$ cat src/rtl/cpu7_csr_access.sv
// ---------------------------------------------------------------------------
// cpu7_csr_access
//
// CSR instruction sequencer for the cpu7 core. Takes one decoded csrrd,
// csrwr or csrxchg at a time from execute and drives the CSR file's read
// and write ports in separate cycles. csrxchg is a read-modify-write. The
// old CSR value goes back to writeback with the destination-register tag.
// An exception/ertn flush aborts any access that has not written yet.
//
// Ports:
//   clk, reset           core clock, asynchronous active-high reset
//   req_valid/req_ready  request handshake from execute
//   req_op               2'b10 csrwr, 2'b11 csrxchg, 2'b0x csrrd
//   req_addr             CSR number
//   req_wval             write value (rd contents)
//   req_mask             csrxchg bit mask (rj contents)
//   req_tag              destination register tag
//   resp_valid/ready     response handshake to writeback
//   resp_data            CSR value read before any write
//   resp_tag             latched request tag
//   csr_raddr/rdata      CSR file read port (rdata combinational)
//   csr_waddr/wdata/wen  CSR file write port
//   flush                kills the in-flight access
//   busy                 sequencer is not idle
// ---------------------------------------------------------------------------
module cpu7_csr_access #(
    parameter int GRLEN   = 32,
    parameter int CSR_BIT = 14,
    parameter int TAG_W   = 5
) (
    input  logic               clk,
    input  logic               reset,
    input  logic               req_valid,
    output logic               req_ready,
    input  logic [1:0]         req_op,
    input  logic [CSR_BIT-1:0] req_addr,
    input  logic [GRLEN-1:0]   req_wval,
    input  logic [GRLEN-1:0]   req_mask,
    input  logic [TAG_W-1:0]   req_tag,
    output logic               resp_valid,
    input  logic               resp_ready,
    output logic [GRLEN-1:0]   resp_data,
    output logic [TAG_W-1:0]   resp_tag,
    output logic [CSR_BIT-1:0] csr_raddr,
    input  logic [GRLEN-1:0]   csr_rdata,
    output logic [CSR_BIT-1:0] csr_waddr,
    output logic [GRLEN-1:0]   csr_wdata,
    output logic               csr_wen,
    input  logic               flush,
    output logic               busy
);

    typedef enum logic [1:0] {
        S_IDLE = 2'd0,
        S_RD   = 2'd1,
        S_WR   = 2'd2,
        S_RSP  = 2'd3
    } state_t;

    state_t             state_q, state_d;
    logic [1:0]         op_q, op_d;
    logic [CSR_BIT-1:0] addr_q, addr_d;
    logic [GRLEN-1:0]   wval_q, wval_d;
    logic [GRLEN-1:0]   mask_q, mask_d;
    logic [TAG_W-1:0]   tag_q, tag_d;
    logic [GRLEN-1:0]   old_q, old_d;
    logic               accept;

    // State and request/old-value registers. Reset clears everything so the
    // address, data and tag outputs all come up as zero.
    always_ff @(posedge clk or posedge reset) begin
        if (reset) begin
            state_q <= S_IDLE;
            op_q    <= '0;
            addr_q  <= '0;
            wval_q  <= '0;
            mask_q  <= '0;
            tag_q   <= '0;
            old_q   <= '0;
        end else begin
            state_q <= state_d;
            op_q    <= op_d;
            addr_q  <= addr_d;
            wval_q  <= wval_d;
            mask_q  <= mask_d;
            tag_q   <= tag_d;
            old_q   <= old_d;
        end
    end

    // Next-state logic. A flush in any busy state returns to IDLE; in RSP it
    // drops the pending response even if writeback is ready this cycle.
    always_comb begin
        state_d = state_q;
        unique case (state_q)
            S_IDLE: if (accept) state_d = S_RD;
            S_RD: begin
                if (flush)        state_d = S_IDLE;
                else if (op_q[1]) state_d = S_WR;
                else              state_d = S_RSP;
            end
            S_WR: begin
                if (flush) state_d = S_IDLE;
                else       state_d = S_RSP;
            end
            S_RSP: begin
                if (flush || resp_ready) state_d = S_IDLE;
            end
            default: state_d = S_IDLE;
        endcase
    end

    // Datapath next values: request fields are captured only on a handshake,
    // and the old value only in RD, so everything stays stable while the
    // response waits for writeback.
    always_comb begin
        op_d   = op_q;
        addr_d = addr_q;
        wval_d = wval_q;
        mask_d = mask_q;
        tag_d  = tag_q;
        old_d  = old_q;
        if (accept) begin
            op_d   = req_op;
            addr_d = req_addr;
            wval_d = req_wval;
            mask_d = req_mask;
            tag_d  = req_tag;
        end
        if (state_q == S_RD) begin
            old_d = csr_rdata;
        end
    end

    // Handshake and strobe outputs. Only req_ready and csr_wen look at flush
    // combinationally, so a flush in the write cycle suppresses the write.
    always_comb begin
        req_ready  = 1'b0;
        resp_valid = 1'b0;
        csr_wen    = 1'b0;
        busy       = (state_q != S_IDLE);
        unique case (state_q)
            S_IDLE:  req_ready  = ~flush;
            S_WR:    csr_wen    = ~flush;
            S_RSP:   resp_valid = 1'b1;
            default: ;
        endcase
    end

    assign accept    = req_valid & req_ready;
    assign csr_raddr = addr_q;
    assign csr_waddr = addr_q;
    assign resp_data = old_q;
    assign resp_tag  = tag_q;

    // csrxchg merges only the masked bits of wval into the old value; every
    // other write op replaces the whole CSR.
    assign csr_wdata = op_q[0] ? ((wval_q & mask_q) | (old_q & ~mask_q)) : wval_q;

endmodule

$ cat config.mk
export PLATFORM = sky130hd
export DESIGN_NAME = cpu7_csr_access
export DESIGN_NICKNAME = d
export VERILOG_FILES = /design/src/rtl/cpu7_csr_access.sv
export SDC_FILE = /design/constraint.sdc
export NUM_CORES = 1
export LEC_CHECK = 0
export BUFFER_PORTS_ARGS = -buffer_cell sky130_fd_sc_hd__buf_2
export CORE_UTILIZATION = 51
export DETAILED_ROUTE_END_ITERATION = 10
export PLACE_DENSITY = 0.93
export SYNTH_ARGS = -nofsm -noshare
export SYNTH_HDL_FRONTEND = slang
export SYNTH_SLANG_ARGS = --single-unit
$ cat constraint.sdc
create_clock -name clk -period 11.26 [get_ports clk]
set_clock_uncertainty 0.2 [all_clocks]
set_input_delay 1.689 -clock clk [delete_from_list [all_inputs] [get_ports clk]]
set_output_delay 1.689 -clock clk [all_outputs]
set_load 0.005 [all_outputs]
==> results.md <==
- Gates resized during post-CTS repair numbered 0.
- The portion of total power attributed to the clock network is 0.346.
- The number of pins exceeding their max-slew limit in the final report is 0.
- In this run the post-CTS setup repair buffer count came out at 0.
- The register-to-register setup slack is 8800 ps.
- Setup violations remaining at the end of the flow were counted as 0.
- Counting along the longest clock path gives a buffer depth of 2.
- Internal power comes to about 0.0012 W.
- The combinational group share of total power is 0.260.
- The post-synthesis instance area is 5160 sq um.
- Global routing finished with a remaining overflow of 0.
- The number of hold buffers added after CTS was 0.
- The synthesized netlist contains 16 unique library cells.
- Power spread over the standard cell area amounts to 242 nW/um^2.
- The period utilization is 0.373.
- The detailed router placed 3499 vias in this run.
- The final layout contains 677 nets.
- The first TritonRoute pass finished after 4 iterations.
- Among all stages on the critical path, the largest delay is contributed by dfrtp_1.
- Measured along the x axis, the die boundary spans 103 microns.
- The global-route wire length before repair is 17700 microns.
- Across the VDD grid, the largest voltage drop is 0.131 mV.
- Based on the critical path, the design can be clocked at up to ~240 MHz.
- With fillers left out, the area of the finished cells amounts to 6880 sq um.
- Of the total power, the share spent switching nets is 0.268.
- The first routing iteration left ~150 violations.
- The number of global-route vias before repair is between 3000 and 4000.
- The fraction of layout cells with a size suffix above 1 is 0.627.
- The worst slack after detailed placement is about 7200 ps.
- The post-synth net total is 464.
- The master cell of the clock root buffer is clkbuf_8.
- The final setup TNS is 0 ps.
- Among cell families on the critical path, the largest total delay comes from flip-flops.
- The placed instances occupy a cell area of 6250 sq um.
- Clock-pin slew was measured on the worst setup and hold paths at 60 ps.
- The critical path is of the reg2out type.
- The count of max-cap constraint violations is 0.
- STA classifies the critical path endpoint as an output port.
- The clock tree from TritonCTS is done.
- The initial antenna violation count is 0.
- The number of buffers and inverters on the critical path is 1.
- Routability-driven placement finished with a final weighted congestion of 0.779.
- The floorplan step defined a die boundary enclosing 10500 sq um.
- STA classifies the critical path startpoint as a flip-flop.
- The number of endpoints with negative hold slack in the final report is 0.
- The total wire length is 11300 microns.
- For this run, the slowest stage of the critical path takes 1050 ps.
- The type of the worst min-delay path is reg2reg.
- The register share of total power is 0.395.
- The clock latency on the worst-skew pair is 500 ps.
- The worst path arrival time is roughly 2300 ps.
- The hold path startpoint is wval_q[8].
- The antenna diode instance count is 0.
- For this run, design rule violations remaining after detail routing come to 0.
- The startpoint identified for the worst register-to-register timing path is state_q[0].
- Walking the worst path, the cells encountered are nor2b_1, mux2_2, buf_2.
- Setup repair after global routing left no endpoint under its margin.
- The count of boundary I/O pins is 223.
- For this run, the total global-route usage over all layers was measured as 0.224.
- Synthesis inferred 119 register bits.
- Input and output buffers added on the ports amount to 222.
- Of the synthesized area, sequential elements account for 0.577.
- The die is approximately 100 microns tall.
- Measured against its own limit, the worst slew margin works out to 0.252.
- The mean number of vias per cell is 4.99.
- The number of warnings reported in the yosys synthesis log is 0.
- The starting utilization of the core area is 0.528.
- The HPWL reported at the end of detailed placement is 7810 microns.
- Each instance of the synthesized netlist takes up on average 15.1 sq um.
- The number of nets with antenna violations after detailed routing is 0.
- The number of levels in the clock H-tree is 4.
- The clock period could shrink to around 4200 ps.
- The area of the core is 9770 sq um.
- In this run the power spent charging and discharging nets is approximately 0.00045 W.
- The number of instances in the synthesized netlist is 342.
- The run finished with clean final reports.
- The launching instance or port of the critical path is op_q[0].
- In this run the core area contains 36 standard-cell rows.
- The average detailed-routed wire length per instance is about 16 microns.
- The critical path required time is 9370 ps.
- In this run the worst path has a maximum fanout of 33.
- Compared with the post-synthesis result, the final layout area differs by 33.4%.
- The leakage power figure is 3.27 nW.
- The number of clock buffers added by TritonCTS is 17.
- The number of sinks on the clock net is approximately 120.
- The final worst slack is slightly above 7000 ps.
- The maximum number of pins on one net before global-route repair is 86.
- At the pin with the least slew margin, the transition time is 1120 ps.
-- registers in the layout (all words and copies together) (netlist names) --
signal,count
wval_q,32
csr_raddr,14
resp_data,32
mask_q,32
resp_tag,5
state_q,2
op_q,2
-- placed cells by master, fill, tap and decap left out --
cell type / n
bufinv_16: 5
mux2_2: 98
nor3_1: 2
dfrtp_1: 119
clkbuf_1: 1
nor2b_1: 25
and2_1: 1
nand2b_1: 7
clkbuf_8: 2
inv_4: 1
inv_1: 1
clkbuf_16: 16
nor4b_4: 1
clkinvlp_4: 5
buf_2: 222
nor2b_4: 1
a211oi_1: 2
nor3b_1: 1
mux2_1: 52
buf_4: 2
nor2_1: 1
clkinv_2: 3
-- synth_stat cells --
library cell,count,share of area
dfrtp_1,119,0.58
mux2_2,98,0.21
mux2_1,52,0.11
nor2b_1,26,0.032
buf_4,18,0.026
nand2b_1,7,0.0085
buf_6,5,0.011
clkbuf_1,4,0.0029
buf_2,3,0.0029
a211oi_1,2,0.0029
inv_1,2,0.0015
nor3_1,2,0.0019
and2_1,1,0.0012
nor2_1,1,0.00073
nor3b_1,1,0.0015
nor4b_2,1,0.0029
-- path summary, 6_finish.rpt --
kind / end / cells after the start
worst max-delay path: csr_wdata[5] / 3
worst min-delay path: wval_q[8] / 1
worst max register to register: csr_raddr[3] / 3
worst min register to register: wval_q[8] / 1
max in group asynchronous: resp_tag[0] / 3
min in group asynchronous: resp_data[4] / 2
-- stage by stage --
step	util	std cells	hold slack [ps]	power [W]
CTS	0.704	701	283	0.00168
finish	0.704	701	277	0.00166
floorplan	-	342	248	0.000910
global route	0.704	701	292	0.00176
detailed placement	0.639	669	271	0.00110
global placement	0.639	669	261	0.00106
-- routing by layer --
metal	vias up	share of wire	GRT usage
met1	1705	0.38	0.240
met3	28	0.069	0.0793
met5	-	0	0
li1	1614	-	-
met4	0	0.024	0.107
met2	152	0.52	0.395
-- kinds of logic after synthesis --
group	after synthesis	share of synthesized area
compound gates	2	0.00291
buf+inv	32	0.0444
flops	119	0.577
mux	150	0.327
simple gates	39	0.0483
-- power groups by stage --
stage          clock network [W]  registers [W]  logic (W)
4_1_cts                 0.000583       0.000658   0.000439
3_3_place_gp                   0       0.000648   0.000417
5_1_grt                 0.000605       0.000677   0.000476
6_report                0.000575       0.000656   0.000432
2_1_floorplan                  0       0.000639   0.000271
3_5_place_dp                   0       0.000664   0.000435
-- area by class of cell --
cell class,instances,area [sq um]
well taps,133,166
multi-input cells,191,1970
clock inverters,13,203
inverters,2,10.0
repair buffers,224,1130
clock buffers,19,432
flip-flops and latches,119,2980
fillers,703,2890
Note: power is estimated with default switching activity, not from simulation.
